--- config.mk ---
export PLATFORM = sky130hd
export DESIGN_NAME = tblink_call_queue
export DESIGN_NICKNAME = d
export VERILOG_FILES = /design/src/rtl/tblink_call_queue.sv
export SDC_FILE = /design/constraint.sdc
export NUM_CORES = 1
export LEC_CHECK = 0
export ABC_CLOCK_PERIOD_IN_PS = 6800
export BUFFER_PORTS_ARGS = -buffer_cell sky130_fd_sc_hd__buf_2
export CAP_MARGIN = 0
export CORE_AREA = 3 3 164 166
export CTS_BUF_LIST = sky130_fd_sc_hd__clkbuf_2 sky130_fd_sc_hd__clkbuf_4 sky130_fd_sc_hd__clkbuf_8
export CTS_CLUSTER_DIAMETER = 60
export CTS_CLUSTER_SIZE = 16
export DETAILED_ROUTE_END_ITERATION = 8
export DIE_AREA = 0 0 167 169
export GPL_TIMING_DRIVEN = 0
export PLACE_DENSITY = 0.93
export SLEW_MARGIN = 15
export SYNTH_ARGS = -nofsm -noshare
export SYNTH_HDL_FRONTEND = slang
export SYNTH_SLANG_ARGS = --single-unit
export TNS_END_PERCENT = 1
--- constraint.sdc ---
create_clock -name clock -period 6.8 [get_ports clock]
set_input_delay 1.02 -clock clock [delete_from_list [all_inputs] [get_ports clock]]
set_output_delay 1.02 -clock clock [all_outputs]
set_load 0.01 [all_outputs]
--- src/rtl/tblink_call_queue.sv ---
// tblink_call_queue: upstream stage of a tblink interface-instance method executor.
// It buffers call requests in a small FIFO and dispatches them to the executor one at a
// time, in order. It waits for each result and emits one completion per call.
// Method ids outside 0..NUM_METHODS-1 are completed with an error and never dispatched.
// Optional feature: define TBLINK_CALLQ_TIMEOUT_EN to enable a watchdog in WAIT_RSP.
// The watchdog completes a stalled call with an error after TIMEOUT cycles.
module tblink_call_queue #(
  parameter int DEPTH       = 4,
  parameter int NUM_METHODS = 1,
  parameter int MID_W       = 8,
  parameter int DATA_W      = 32,
  parameter int CID_W       = 32,
  parameter int TIMEOUT     = 1024
) (
  input  logic                     clock,
  input  logic                     reset_n,
  input  logic                     req_valid,
  output logic                     req_ready,
  input  logic [CID_W-1:0]         req_call_id,
  input  logic [MID_W-1:0]         req_method_id,
  input  logic [DATA_W-1:0]        req_param,
  output logic                     exe_valid,
  input  logic                     exe_ready,
  output logic [MID_W-1:0]         exe_method_id,
  output logic [DATA_W-1:0]        exe_param,
  input  logic                     rsp_valid,
  input  logic [DATA_W-1:0]        rsp_value,
  output logic                     cpl_valid,
  input  logic                     cpl_ready,
  output logic [CID_W-1:0]         cpl_call_id,
  output logic [DATA_W-1:0]        cpl_value,
  output logic                     cpl_error,
  output logic [$clog2(DEPTH):0]   level,
  output logic [15:0]              done_count
);

  localparam int PTR_W  = $clog2(DEPTH);
  localparam int LVL_W  = PTR_W + 1;
  localparam int MIDX_W = MID_W + 1;
  localparam logic [LVL_W-1:0]  FULL_LVL = LVL_W'(DEPTH);
  localparam logic [MIDX_W-1:0] NUM_M    = MIDX_W'(NUM_METHODS);

  // Elaboration-time sanity checks on the configuration
  if ((DEPTH < 2) || ((DEPTH & (DEPTH - 1)) != 0)) begin : g_depth_chk
    $error("tblink_call_queue: DEPTH must be a power of 2 and >= 2");
  end
  if (TIMEOUT < 1) begin : g_timeout_chk
    $error("tblink_call_queue: TIMEOUT must be >= 1");
  end

  typedef enum logic [1:0] {
    ST_IDLE     = 2'd0,
    ST_DISP     = 2'd1,
    ST_WAIT_RSP = 2'd2,
    ST_CPL      = 2'd3
  } state_e;

  // Request storage; no reset so it maps onto plain RAM
  logic [CID_W-1:0]  cid_mem   [DEPTH];
  logic [MID_W-1:0]  mid_mem   [DEPTH];
  logic [DATA_W-1:0] param_mem [DEPTH];

  logic [PTR_W-1:0]  wr_ptr_q, rd_ptr_q;
  logic [LVL_W-1:0]  level_q, level_d;
  logic              push_d, pop_d, head_bad_d;

  state_e            state_q;
  logic              exe_valid_q;
  logic [MID_W-1:0]  exe_mid_q;
  logic [DATA_W-1:0] exe_param_q;
  logic [CID_W-1:0]  cid_q;
  logic              cpl_valid_q;
  logic [DATA_W-1:0] cpl_value_q;
  logic              cpl_error_q;
  logic [15:0]       done_count_q;

`ifdef TBLINK_CALLQ_TIMEOUT_EN
  localparam int TO_W = $clog2(TIMEOUT + 1);
  localparam logic [TO_W-1:0] TO_LAST = TO_W'(TIMEOUT - 1);
  logic [TO_W-1:0] to_cnt_q;
`endif

  // Push/pop decisions and next FIFO occupancy; a full FIFO never accepts, even while popping
  always_comb begin
    push_d     = req_valid && (level_q != FULL_LVL);
    pop_d      = (state_q == ST_IDLE) && (level_q != '0);
    head_bad_d = ({1'b0, mid_mem[rd_ptr_q]} >= NUM_M);
    level_d    = level_q;
    if (push_d && !pop_d) begin
      level_d = level_q + LVL_W'(1);
    end else if (!push_d && pop_d) begin
      level_d = level_q - LVL_W'(1);
    end
  end

  // Request storage write port
  always_ff @(posedge clock) begin
    if (push_d) begin
      cid_mem[wr_ptr_q]   <= req_call_id;
      mid_mem[wr_ptr_q]   <= req_method_id;
      param_mem[wr_ptr_q] <= req_param;
    end
  end

  // FIFO pointers and occupancy; pointers wrap naturally modulo DEPTH
  always_ff @(posedge clock) begin
    if (!reset_n) begin
      wr_ptr_q <= '0;
      rd_ptr_q <= '0;
      level_q  <= '0;
    end else begin
      if (push_d) wr_ptr_q <= wr_ptr_q + PTR_W'(1);
      if (pop_d)  rd_ptr_q <= rd_ptr_q + PTR_W'(1);
      level_q <= level_d;
    end
  end

  // Call sequencer: pop, dispatch, wait for result, hold completion until accepted
  always_ff @(posedge clock) begin
    if (!reset_n) begin
      state_q      <= ST_IDLE;
      exe_valid_q  <= 1'b0;
      exe_mid_q    <= '0;
      exe_param_q  <= '0;
      cid_q        <= '0;
      cpl_valid_q  <= 1'b0;
      cpl_value_q  <= '0;
      cpl_error_q  <= 1'b0;
      done_count_q <= '0;
`ifdef TBLINK_CALLQ_TIMEOUT_EN
      to_cnt_q     <= '0;
`endif
    end else begin
      case (state_q)
        ST_IDLE: begin
          if (pop_d) begin
            cid_q       <= cid_mem[rd_ptr_q];
            exe_mid_q   <= mid_mem[rd_ptr_q];
            exe_param_q <= param_mem[rd_ptr_q];
            if (head_bad_d) begin
              // Unknown method: complete immediately, executor never sees it
              cpl_valid_q <= 1'b1;
              cpl_error_q <= 1'b1;
              cpl_value_q <= '0;
              state_q     <= ST_CPL;
            end else begin
              exe_valid_q <= 1'b1;
              state_q     <= ST_DISP;
            end
          end
        end
        ST_DISP: begin
          // A result arriving on the handshake edge itself is deliberately dropped
          if (exe_ready) begin
            exe_valid_q <= 1'b0;
            state_q     <= ST_WAIT_RSP;
`ifdef TBLINK_CALLQ_TIMEOUT_EN
            to_cnt_q    <= '0;
`endif
          end
        end
        ST_WAIT_RSP: begin
          if (rsp_valid) begin
            cpl_valid_q <= 1'b1;
            cpl_error_q <= 1'b0;
            cpl_value_q <= rsp_value;
            state_q     <= ST_CPL;
`ifdef TBLINK_CALLQ_TIMEOUT_EN
          end else if (to_cnt_q == TO_LAST) begin
            // Watchdog expiry; a result in this same cycle takes priority above
            cpl_valid_q <= 1'b1;
            cpl_error_q <= 1'b1;
            cpl_value_q <= '0;
            state_q     <= ST_CPL;
          end else begin
            to_cnt_q    <= to_cnt_q + TO_W'(1);
`endif
          end
        end
        ST_CPL: begin
          if (cpl_ready) begin
            cpl_valid_q  <= 1'b0;
            cpl_error_q  <= 1'b0;
            done_count_q <= done_count_q + 16'd1;
            state_q      <= ST_IDLE;
          end
        end
        default: state_q <= ST_IDLE;
      endcase
    end
  end

  assign req_ready     = (level_q != FULL_LVL);
  assign level         = level_q;
  assign exe_valid     = exe_valid_q;
  assign exe_method_id = exe_mid_q;
  assign exe_param     = exe_param_q;
  assign cpl_valid     = cpl_valid_q;
  assign cpl_call_id   = cid_q;
  assign cpl_value     = cpl_value_q;
  assign cpl_error     = cpl_error_q;
  assign done_count    = done_count_q;

endmodule

Word-level counts from Yosys, hierarchy flattened
Memories as Yosys holds them, arrays and structs flattened. A register that Yosys moved wholly into a read port is not among the register bits.
Index checks and enable logic that the tools add are counted.
- memories: 3
- RAM bits: 288
- output and inout bits: 127
- register bits after elaboration: 68
- memory list (name ; words ; width ; rd ports ; clocked after Yosys merged registers in ; write ports ; line ; source):
    cid_mem ; 4 ; 32 ; 1 ; 1 ; 1 ; 59 ; logic [CID_W-1:0] cid_mem [DEPTH];
    param_mem ; 4 ; 32 ; 1 ; 1 ; 1 ; 61 ; logic [DATA_W-1:0] param_mem [DEPTH];
    mid_mem ; 4 ; 8 ; 1 ; 1 ; 1 ; 60 ; logic [MID_W-1:0] mid_mem [DEPTH];
- $lt $le $gt $ge: 1
- equality and inequality tests: 10
- add/sub/neg operators: 5
- reductions and logical operators: 20
- muxes and demuxes: 27
- operators with widths (kind ; number):
    $mux 32 ; 3
    $pmux 32 s2 ; 1
    $add 16x1->16 const B ; 1
    $mux 2 ; 7
    $ne 2x2->1 const B ; 6
    $reduce_and 4->1 ; 3
    $mux 1 ; 10
    $ge 8x1->1 const B ; 1
    $pmux 2 s4 ; 1
    $mux 3 ; 2
    $pmux 1 s3 ; 2
    $reduce_bool 2->1 ; 3
    $reduce_bool 3->1 ; 2
    $reduce_and 5->1 ; 1
    $add 2x1->2 const B ; 2
    $eq 2x2->1 const B ; 2
    $logic_and 1x1->1 ; 4
    $logic_not 1->1 ; 4
    $reduce_and 2->1 ; 2
    $add 3x1->3 const B ; 1
    $ne 3x3->1 const B ; 1
    $sub 3x1->3 const B ; 1
    $eq 2x1->1 const B ; 1
    $logic_not 2->1 ; 1
    $pmux 1 s2 ; 1

Depth between registers and ports, before layout
Gate-level depths: netlist of run 1.
- word-level depth: 6
- depth in mapped cells: 11
- mapped depth without buffers: 10

Least setup slack after synthesis of run 1
OpenSTA, ideal clock, no wires.
- path type: input to register
- start: input port req_valid
- end: memory cid_mem[0][0], enable pin
- slack: 3.212 ns
- library setup time: 0.438 ns
- data arrival time: 3.150 ns
- stages: 2
- path through: a21boi_1 > and2_1
- cells in the longest elaborated chain, start to end: 3
- ends and longest elaborated chain (what ; line ; source):
    start, declared ; 17 ; input logic req_valid,
    $logic_and 1x1->1 ; 85 ; push_d = req_valid && (level_q != FULL_LVL);
    $mux 1 ; 98 ; if (push_d) begin
    $mux 1 (not written as such) ; 99 ; cid_mem[wr_ptr_q] <= req_call_id;
    end, declared ; 59 ;
Every way passes these cells.

Final worst setup path of run 1
- start: register state_q[1]
- end: register level_q[2], in the netlist level[2]
- cells in the longest elaborated chain, start to end: 5
- elaborated cells on any way between the ends: 7
- those cells by class: mux: 1; reduce/logical: 6
- ends and longest elaborated chain (what ; line ; source):
    start, declared ; 67 ; state_e state_q;
    start signal, assigned ; 121 ; state_q <= ST_IDLE;
    start signal, assigned ; 145 ; state_q <= ST_CPL;
    start signal, assigned ; 148 ; state_q <= ST_DISP;
    $logic_not 2->1 (*) ; 86 ; pop_d = (state_q == ST_IDLE) && (level_q != '0);
    $logic_and 1x1->1 (*) ; 86 ;
    $logic_not 1->1 ; 89 ; if (push_d && !pop_d) begin
    $logic_and 1x1->1 ; 89 ;
    $mux 3 / $reduce_bool 2->1 (equally long branches) ; -- ;
    end signal, assigned ; 114 ; level_q <= level_d;
    end, declared ; 64 ; logic [LVL_W-1:0] level_q, level_d;
Mark *: on every way between the ends. The rest lies on a longest branch, timed or not.
A chain may end at the register's enable or synchronous reset.

==> results by group, run 1 <==
Min path
  • Type of the most critical hold path: flop to flop

Worst setup path
  • Setup crit start kind: flop
  • Worst Setup Path Type: flop to flop
  • CP dominant cell by count: inv_1
  • Crit path max-delay cell type: clkbuf_1
  • CP Capture Type: flop
  • CP Data Required Time: 7.26 ns
  • Crit path buf inv count: 4
  • CP cell instances: inv_1, ha_1, o31a_1, inv_1, clkbuf_1, ha_1, inv_1, fa_1, xor2_1, or3_1, a21oi_1
  • Cell family with most CP delay: adder cells
  • Worst stage delay on the critical path: 0.45 ns
  • CP max FO: 10
  • Critical path arrival: 3.43 ns

Placed design
  • PortBufs: 236
  • Final weighted congestion in routability-driven placement: approximately 0.88
  • Placement Setup Slack: 3.52 ns
  • DP HPWL: about 25000 um

GRT
  • Vias in the first global route: 10300
  • Initial antenna violation count: 5
  • First-pass GRT wire length: roughly 57000 um
  • Total track usage: 0.254
  • Global route total overflow: 0
  • Largest net degree at the start of global routing: between 50 and 60

STA
  • Worst slew pin tran: a little over 0.9 ns
  • Skew final: roughly 0.037 ns
  • Slew margin rel.: 0.386
  • FMAX: 337 MHz
  • Finish-stage setup viols: 0
  • RSZ-0062 raised after global routing: false
  • TNS Setup: 0 ns
  • Minimum clock period: roughly 3.0 ns
  • Slew Viols, Final: 0
  • Final hold viol count: 0
  • Min setup slack post-route: 3.83 ns
  • Final period util: 0.436

Route
  • DRT met1 WL: 14100 um
  • DR vias/cell: 5.94
  • Top sig layer: met5
  • WL met2: between 15000 and 20000 um
  • Initial drt markers: between 1000 and 1500
  • DRC violations left: 0
  • DR vias: 10100
  • Routed WL: 36400 um
  • Antenna viol nets, final: 0
  • Drt wl/cell: between 20 and 25 um
  • Detail Route met3 WL: 3150 um
  • Pre-Repair DR Iteration Count: 5

Yosys
  • Net count after synthesis: 1175
  • Main flop type after synthesis: edfxtp_1
  • Cells after Synth: 1054
  • Post-synth EDFFs: 288
  • Unique masters post-synth: 40
  • #FFs+latches synth: 422
  • Asr flop ratio synth: 0
  • Mapped Area: roughly 16000 sq um
  • Sequential fraction of the synthesis area: 0.709
  • Area leader, netlist: edfxtp_1
  • Synth top area cells: edfxtp_1 54%, dfxtp_1 17%, mux4_2 10%
  • Commonest cells in the netlist: 288 x edfxtp_1, 187 x nand2_1, 134 x dfxtp_1
  • Cell with the most instances after synthesis: edfxtp_1
  • Synthesized area per cell: 15.2 sq um
  • Yosys warning count: 0
  • Top cell type's share of synthesized area: 0.541

Die
  • CORE AREA: 25800 sq um
  • Std-Cell Rows: 59
  • Die width: 167 um
  • Die area: 28200 sq um
  • Starting density of the core: 0.620
  • Die Y-Extent: 169 um
  • IO Pins: between 200 and 250

Pwr
  • Flop pwr share: 0.508
  • P_sw: 2.07 mW
  • Clock power share: 0.219
  • Logic pwr share: 0.273
  • Overall power: approximately 6.5 mW
  • Internal power: 4.43 mW
  • PD cells: 353 nW/um^2
  • Leakage: ~6.5 nW
  • Peak supply drop: 0.262 mV
  • Switching part of the total: 0.319

Finish
  • Post-layout util: 0.715
  • Nets: 1451
  • Fillers: 1655
  • Share of layout cells above drive strength 1: 0.291
  • Sequential Area: 11300 sq um
  • Multi-input logic area: 4330 sq um
  • Area added between synthesis and finish: 15.2%

Status
  • Outcome: finished, final reports clean

Run
  • Maxcap violations: 0

Clock tree
  • TritonCTS Buffers: 34
  • Worst skew pair latency: 0.57 ns
  • CTS tree: built
  • Num Clock Sinks: 422
  • Post-CTS Setup Bufs: 0
  • Clk root buf: clkbuf_8
  • Clk slew on worst S/H paths: 0.10 ns
  • CTS max path bufs: 3
  • # resized after CTS: 0
  • CTS H-Tree Depth: 2
  • CTS Hold Bufs: 0
==> worst register-to-register path, stage by stage (launching register included) <==
cell,delay [ns]
dfxtp_1,0.40
inv_1,0.09
ha_1,0.28
o31a_1,0.18
inv_1,0.10
clkbuf_1,0.45
ha_1,0.30
inv_1,0.08
fa_1,0.38
xor2_1,0.18
or3_1,0.31
a21oi_1,0.15
==> power groups by stage <==
stage,Sequential [mW],Combinational [mW],Clock (mW)
floorplan,3.42,1.03,0
global placement,3.35,1.70,0
detailed placement,3.36,1.79,0
CTS,3.30,1.79,1.45
global route,3.34,1.94,1.55
finish,3.30,1.78,1.43
==> final timing paths <==
kind | startpoint | end | slack, ns | cells past startpoint
worst max-delay path | state_q[1] | level[2] | 3.83 | 11
worst min-delay path | exe_param[26] | exe_param[26] | 0.45 | 2
worst max register to register | state_q[1] | level[2] | 3.83 | 11
worst min register to register | exe_param[26] | exe_param[26] | 0.45 | 2
==> stage by stage <==
step / std cells / cell area [sq um] / hold slack, ns
2_1_floorplan: 1054 / 16000 / 0.481
3_3_place_gp: 1625 / 17600 / 0.439
3_5_place_dp: 1629 / 17700 / 0.443
4_1_cts: 1689 / 18400 / 0.456
5_1_grt: 1691 / 18400 / 0.480
6_report: 1693 / 18400 / 0.454
==> cells by family (layout without fill, tap and decap cells) <==
kind of cell | Yosys count | in the layout | synth area share
flops | 422 | 422 | 0.709
simple gates | 257 | 257 | 0.0681
compound gates | 198 | 198 | 0.0823
buf+inv | 77 | 377 | 0.0206
mux | 76 | 76 | 0.104
xor+xnor | 13 | 13 | 0.00712
fa+ha+maj | 11 | 11 | 0.00908
other cells | 0 | 4 | 0
==> layout by cell type, fill, tap and decap left out, types with 6 or more instances in the layout <==
master and count:
a21oi_1 82, a22oi_1 32, buf_1 11, buf_2 238
clkbuf_1 51, clkbuf_4 14, clkbuf_8 36, dfxtp_1 134
edfxtp_1 288, ha_1 10, inv_1 8, mux4_2 72
nand2_1 187, nand3_1 8, nor2_1 23, o211ai_1 57
o211ai_2 8, o21ai_0 7, o31ai_1 6, or4_1 7
xor2_1 10
==> registers in the layout (all words and copies together) (netlist names), named ones only <==
signal,count
cpl_error,1
cid_mem,128
exe_valid,1
done_count,16
rd_ptr_q,2
exe_param,32
wr_ptr_q,2
state_q,2
cpl_valid,1
mid_mem,32
cpl_call_id,32
level,3
param_mem,128
exe_method_id,8
cpl_value,32
==> layout make-up <==
class,count,area share
diodes,4,0.000544
repair buffers,240,0.0701
well taps,335,0.0228
multi-input cells,555,0.235
plain buffers,69,0.0162
flip-flops and latches,422,0.615
clock inverters,10,0.00530
clock buffers,50,0.0326
inverters,8,0.00163
==> per-layer routing <==
layer | global-route usage | up-vias
li1 | - | 4576
met1 | 0.331 | 4973
met2 | 0.437 | 437
met3 | 0.0593 | 62
met4 | 0.0707 | 6
met5 | 0 | -
(Power assumes the default switching activity.)
==> run 2, diff against run 1 <==
--- a/config.mk
+++ b/config.mk
@@ -5,17 +5,17 @@
 export SDC_FILE = /design/constraint.sdc
 export NUM_CORES = 1
 export LEC_CHECK = 0
-export ABC_CLOCK_PERIOD_IN_PS = 6800
+export ABC_CLOCK_PERIOD_IN_PS = 2700
 export BUFFER_PORTS_ARGS = -buffer_cell sky130_fd_sc_hd__buf_2
 export CAP_MARGIN = 0
-export CORE_AREA = 3 3 164 166
+export CORE_AREA = 3 3 178 180
 export CTS_BUF_LIST = sky130_fd_sc_hd__clkbuf_2 sky130_fd_sc_hd__clkbuf_4 sky130_fd_sc_hd__clkbuf_8
 export CTS_CLUSTER_DIAMETER = 60
 export CTS_CLUSTER_SIZE = 16
 export DETAILED_ROUTE_END_ITERATION = 8
-export DIE_AREA = 0 0 167 169
+export DIE_AREA = 0 0 181 183
 export GPL_TIMING_DRIVEN = 0
-export PLACE_DENSITY = 0.93
+export PLACE_DENSITY = 0.84
 export SLEW_MARGIN = 15
 export SYNTH_ARGS = -nofsm -noshare
 export SYNTH_HDL_FRONTEND = slang
==> constraint.sdc (replaced) <==
create_clock -name clock -period 2.7 [get_ports clock]
set_input_delay 0.405 -clock clock [delete_from_list [all_inputs] [get_ports clock]]
set_output_delay 0.405 -clock clock [all_outputs]
set_load 0.01 [all_outputs]
==> results by group, run 2 (same netlist as run 1, synthesis figures left out) <==
STA
  • Skew final: 0.0413 ns
  • Slew Viols, Final: 0
  • Worst slew pin tran: 0.904 ns
  • Final hold viol count: 0
  • Finish-stage setup viols: 0
  • RSZ-0062 raised after global routing: true
  • FMAX: 384 MHz
  • Minimum clock period: about 2.6 ns
  • TNS Setup: 0 ns
  • Worst hold margin: between 0.03 and 0.04 ns
  • Final period util: 0.964
  • Slew margin rel.: 0.398

Route
  • Antenna viol nets, final: 0
  • Drt wl/cell: 20.6 um
  • DR vias/cell: 5.71
  • DR vias: 10000
  • Pre-Repair DR Iteration Count: 5
  • DRC violations left: 0
  • Initial drt markers: roughly 650
  • Routed WL: around 36000 um

Worst setup path
  • Critical path arrival: 3.09 ns
  • Crit path max-delay cell type: dfxtp_1
  • CP Data Required Time: 3.18 ns
  • CP cell instances: inv_1, ha_1, o31a_1, inv_1, buf_2, ha_1, inv_1, fa_1, xor2_1, or3_1, a21oi_1
  • Cell family with most CP delay: adder cells
  • Worst stage delay on the critical path: roughly 0.37 ns
  • Crit path buf inv count: 4
  • Worst Setup Path Type: flop to flop
  • CP dominant cell by count: inv_1
  • CP max FO: 10
  • Setup crit start kind: flop
  • CP Capture Type: flop

Finish
  • Fillers: 2313
  • Post-route cell area: 18600 sq um
  • Share of layout cells above drive strength 1: 0.300
  • Most frequent cells in the layout: 288 x edfxtp_1, 239 x buf_2, 187 x nand2_1, 134 x dfxtp_1, 82 x a21oi_1
  • Largest regs: cid_mem: 128 flops, param_mem: 128 flops
  • Area added between synthesis and finish: 16.1%
  • Commonest non-fill, non-tap cell in the layout: edfxtp_1
  • Nets: 1452

Placed design
  • DP Area: 17800 sq um
  • DP HPWL: 24500 um
  • Final weighted congestion in routability-driven placement: 0.855
  • PortBufs: 236

Pwr
  • Overall power: between 15 and 20 mW
  • Peak supply drop: 0.587 mV
  • PD cells: 894 nW/um^2
  • Leakage: ~6.5 nW

Die
  • CORE AREA: 30300 sq um
  • Die area: 33100 sq um
  • Die width: 181 um
  • Die Y-Extent: ~180 um
  • Std-Cell Rows: between 60 and 70
  • IO Pins: between 200 and 250
  • Starting density of the core: 0.527

GRT
  • Global route total overflow: 0
  • Initial antenna violation count: 8
  • First-pass GRT wire length: 56500 um
  • Largest net degree at the start of global routing: 51
  • Total track usage: 0.216
  • Vias in the first global route: 10200

Clock tree
  • CTS tree: built
  • Num Clock Sinks: 422
  • Clk root buf: clkbuf_8
  • CTS H-Tree Depth: 2
  • Post-CTS Setup Bufs: 0
  • TritonCTS Buffers: 35
  • Worst skew pair latency: 0.57 ns
  • Clk slew on worst S/H paths: 0.11 ns
  • CTS max path bufs: 3

Min path
  • Type of the most critical hold path: primary input to flop

Status
  • Outcome: finished, final reports clean

Run
  • Maxcap violations: 0
run 2: cell count changes in the layout (fill, tap and decap cells not counted), sizes merged:
cell	change
bufinv	+1
buf	-4
clkinvlp	+1
clkdlybuf4s15	+1
inv	+1
diode	-1
clkinv	-2
clkbuf	+5
run 2: stage by stage:
step | std cells | util | setup slack (ns)
global placement | 1686 | 0.582 | -1.95
global route | 1754 | 0.611 | -0.0526
floorplan | 1054 | - | -0.456
detailed placement | 1690 | 0.585 | -0.168
finish | 1756 | 0.611 | 0.0972
CTS | 1753 | 0.611 | -0.154
run 2: worst register-to-register path: stages (launching register included):
cell and delay (ns):
dfxtp_1 0.37, inv_1 0.09, ha_1 0.30, o31a_1 0.18, inv_1 0.10, buf_2 0.24, ha_1 0.22, inv_1 0.06
fa_1 0.37, xor2_1 0.18, or3_1 0.30, a21oi_1 0.14
run 2: final timing paths:
kind / end / slack (ns) / cells after the start / start
max: level[2] / 0.1 / 11 / state_q[0]
min: param_mem[0][22] / 0.04 / 1 / req_param[22]
max reg2reg: level[2] / 0.1 / 11 / state_q[0]
min reg2reg: exe_param[1] / 0.45 / 2 / exe_param[1]
run 2: repair_timing:
item | 4_1_cts | 5_1_grt
setup endpoints to repair | 45 | 127
gates resized for setup | 5 | 14
hold buffers | 0 | 0
run 2: area by class of cell:
class                   instances  area [sq um]  share of cell area
flip-flops and latches        422         11300               0.611
multi-input cells             555          4340               0.234
repair buffers                240          1280              0.0688
clock buffers                  52           622              0.0335
well taps                     396           495              0.0267
plain buffers                  69           319              0.0172
clock inverters                11           135             0.00728
inverters                       8          30.0             0.00162
diodes                          3          7.51            0.000405
run 2: metal layers:
metal | vias to the layer above | global-route usage | wire length [um]
met5 | - | 0 | 87
met4 | 14 | 0.0631 | 1040
met3 | 85 | 0.0682 | 3520
met2 | 397 | 0.358 | 17200
met1 | 4933 | 0.280 | 14300
li1 | 4589 | - | -
run 2: power breakdown:
part | leakage, nW | switching [mW] | internal, mW
clock | 0.391 | 2.09 | 1.72
combinational | 2.39 | 2.75 | 1.74
sequential | 3.73 | 0.420 | 7.87
total | 6.51 | 5.26 | 11.3
==> run 3, diff against run 2 <==
--- a/config.mk
+++ b/config.mk
@@ -16,6 +16,7 @@
 export DIE_AREA = 0 0 181 183
 export GPL_TIMING_DRIVEN = 0
 export PLACE_DENSITY = 0.84
+export SKIP_LAST_GASP = 1
 export SLEW_MARGIN = 15
 export SYNTH_ARGS = -nofsm -noshare
 export SYNTH_HDL_FRONTEND = slang
==> constraint.sdc (replaced) <==
create_clock -name clock -period 2.7 [get_ports clock]
set_input_delay 0.135 -clock clock [delete_from_list [all_inputs] [get_ports clock]]
set_output_delay 0.135 -clock clock [all_outputs]
set_load 0.01 [all_outputs]
==> results by group, run 3 (same netlist as run 1, synthesis figures left out) <==
Route
  • Initial drt markers: ~810
  • Routed WL: between 30000 and 40000 um
  • DR vias: ~11000
  • DR vias/cell: 5.65
  • Drt wl/cell: 20.8 um
  • DRC violations left: 0
  • Pre-Repair DR Iteration Count: 5
  • Antenna viol nets, final: 0

Clock tree
  • Post-CTS Setup Bufs: 0
  • CTS max path bufs: 3
  • CTS tree: built
  • Clk slew on worst S/H paths: between 0.1 and 0.15 ns
  • Worst skew pair latency: 0.57 ns
  • CTS H-Tree Depth: 2
  • TritonCTS Buffers: 35
  • Num Clock Sinks: 422
  • Clk root buf: clkbuf_8

Placed design
  • Placement Setup Slack: -0.168 ns
  • PortBufs: 236
  • DP Area: 17800 sq um
  • Final weighted congestion in routability-driven placement: 0.855
  • DP HPWL: 24500 um

STA
  • Skew final: 0.0372 ns
  • RSZ-0062 raised after global routing: true
  • Slew Viols, Final: 0
  • Finish-stage setup viols: 0
  • Slew margin rel.: 0.401
  • Final hold viol count: 0
  • FMAX: 372 MHz
  • Worst slew pin tran: roughly 0.90 ns
  • Final period util: 0.995
  • Min setup slack post-route: 0.0137 ns
  • Minimum clock period: between 2 and 3 ns

Pwr
  • Overall power: 16.8 mW
  • Peak supply drop: about 0.68 mV
  • PD cells: 858 nW/um^2
  • Leakage: a little under 7 nW

Worst setup path
  • CP Capture Type: flop
  • Crit path max-delay cell type: clkdlybuf4s15_1
  • Register-to-Register Path Depth: 8
  • Setup crit start kind: flop
  • Worst Setup Path Type: flop to flop
  • Reg-to-reg endpoint: cpl_call_id[9]
  • Worst Setup SP: state_q[0]
  • Worst r2r src: state_q[0]
  • CP max FO: 10
  • CP dominant cell by count: inv_1
  • FF-to-FF setup slack: 0.01 ns
  • Critical path arrival: 3.17 ns
  • Worst stage delay on the critical path: 0.65 ns
  • CP cell instances: inv_1, ha_1, o31a_1, inv_1, clkdlybuf4s15_1, clkbuf_1, nand2_1, a21oi_1
  • CP Data Required Time: 3.18 ns

Die
  • Die Y-Extent: 183 um
  • Std-Cell Rows: 64
  • Die width: 181 um
  • IO Pins: roughly 240
  • Die area: 33100 sq um
  • Starting density of the core: 0.527
  • CORE AREA: just over 30000 sq um

Min path
  • Hold path cells: 5
  • Type of the most critical hold path: primary input to flop
  • Hold Path End: cpl_value[0]
  • Hold wc startpoint: rsp_valid

Finish
  • Largest regs: cid_mem: 128 flops, param_mem: 128 flops
  • Share of layout cells above drive strength 1: 0.276
  • Commonest non-fill, non-tap cell in the layout: edfxtp_1
  • Nets: 1558
  • Most frequent cells in the layout: 288 x edfxtp_1, 238 x buf_2, 187 x nand2_1, 134 x dfxtp_1, 107 x dlygate4sd3_1
  • Area added between synthesis and finish: 22.7%
  • Post-route cell area: ~20000 sq um
  • Fillers: 2162

GRT
  • Largest net degree at the start of global routing: 51
  • Total track usage: 0.231
  • Initial antenna violation count: 3
  • Global route total overflow: 0
  • Vias in the first global route: 11000
  • First-pass GRT wire length: 60600 um

Status
  • Outcome: finished, final reports clean

Run
  • Maxcap violations: 0
-- run 3: worst max-delay path, delay by kind of cell, from the launching register on --
kind / cells / cell delay, ns
DFF: 1 / 0.37
AOI/OAI and AO/OA: 2 / 0.45
buffers and inverters: 4 / 1.36
and+or+nand+nor: 1 / 0.14
adders and majority gates: 1 / 0.30
-- run 3: worst max path at each step --
stage                      endpoint  slack (ns)
floorplan             cid_mem[3][0]       -0.46
global placement     cid_mem[3][26]       -1.95
detailed placement  cpl_call_id[13]       -0.17
CTS                 cpl_call_id[13]       -0.16
global route         cpl_call_id[9]       -0.16
finish               cpl_call_id[9]        0.01
-- run 3: cell type report --
class                           count  area, sq um  area share
Sequential cell                   422        11300       0.578
Multi-Input combinational cell    555         4330       0.221
Timing Repair Buffer              347         2350       0.120
Clock buffer                       52          622      0.0317
Tap cell                          396          495      0.0253
Buffer                             68          317      0.0161
Clock inverter                     11          135     0.00689
Inverter                            8         30.0     0.00153
Antenna cell                        2         5.00    0.000255
-- run 3: stage by stage --
stage | setup TNS (ns) | util | std cells | hold slack, ns
4_1_cts | -3.88 | 0.646 | 1860 | 0.0931
3_5_place_dp | -4.23 | 0.585 | 1690 | 0.350
5_1_grt | -5.43 | 0.646 | 1861 | 0.165
2_1_floorplan | -98.49 | - | 1054 | 0.234
3_3_place_gp | -462.20 | 0.582 | 1686 | 0.345
6_report | 0 | 0.646 | 1861 | 0.121
-- run 3: metal layers --
layer	vias to the layer above	track usage	wire [um]
met2	463	0.397	19000
met4	2	0.0576	941
met3	70	0.0649	3550
li1	4791	-	-
met1	5187	0.296	15200
met5	-	0	7
-- run 3: timing repair --
item,4_1_cts,5_1_grt
resized for setup,2,15
hold endpoints to repair,325,0
pin swaps,0,0
hold buffers,107,0
endpoints found under the setup margin,45,172
-- run 3: power by group --
part	total, mW	leakage (nW)	switching (mW)	internal, mW
Clock	3.85	0.391	2.13	1.72
Combinational	4.66	2.83	2.82	1.84
Sequential	8.31	3.73	0.440	7.87
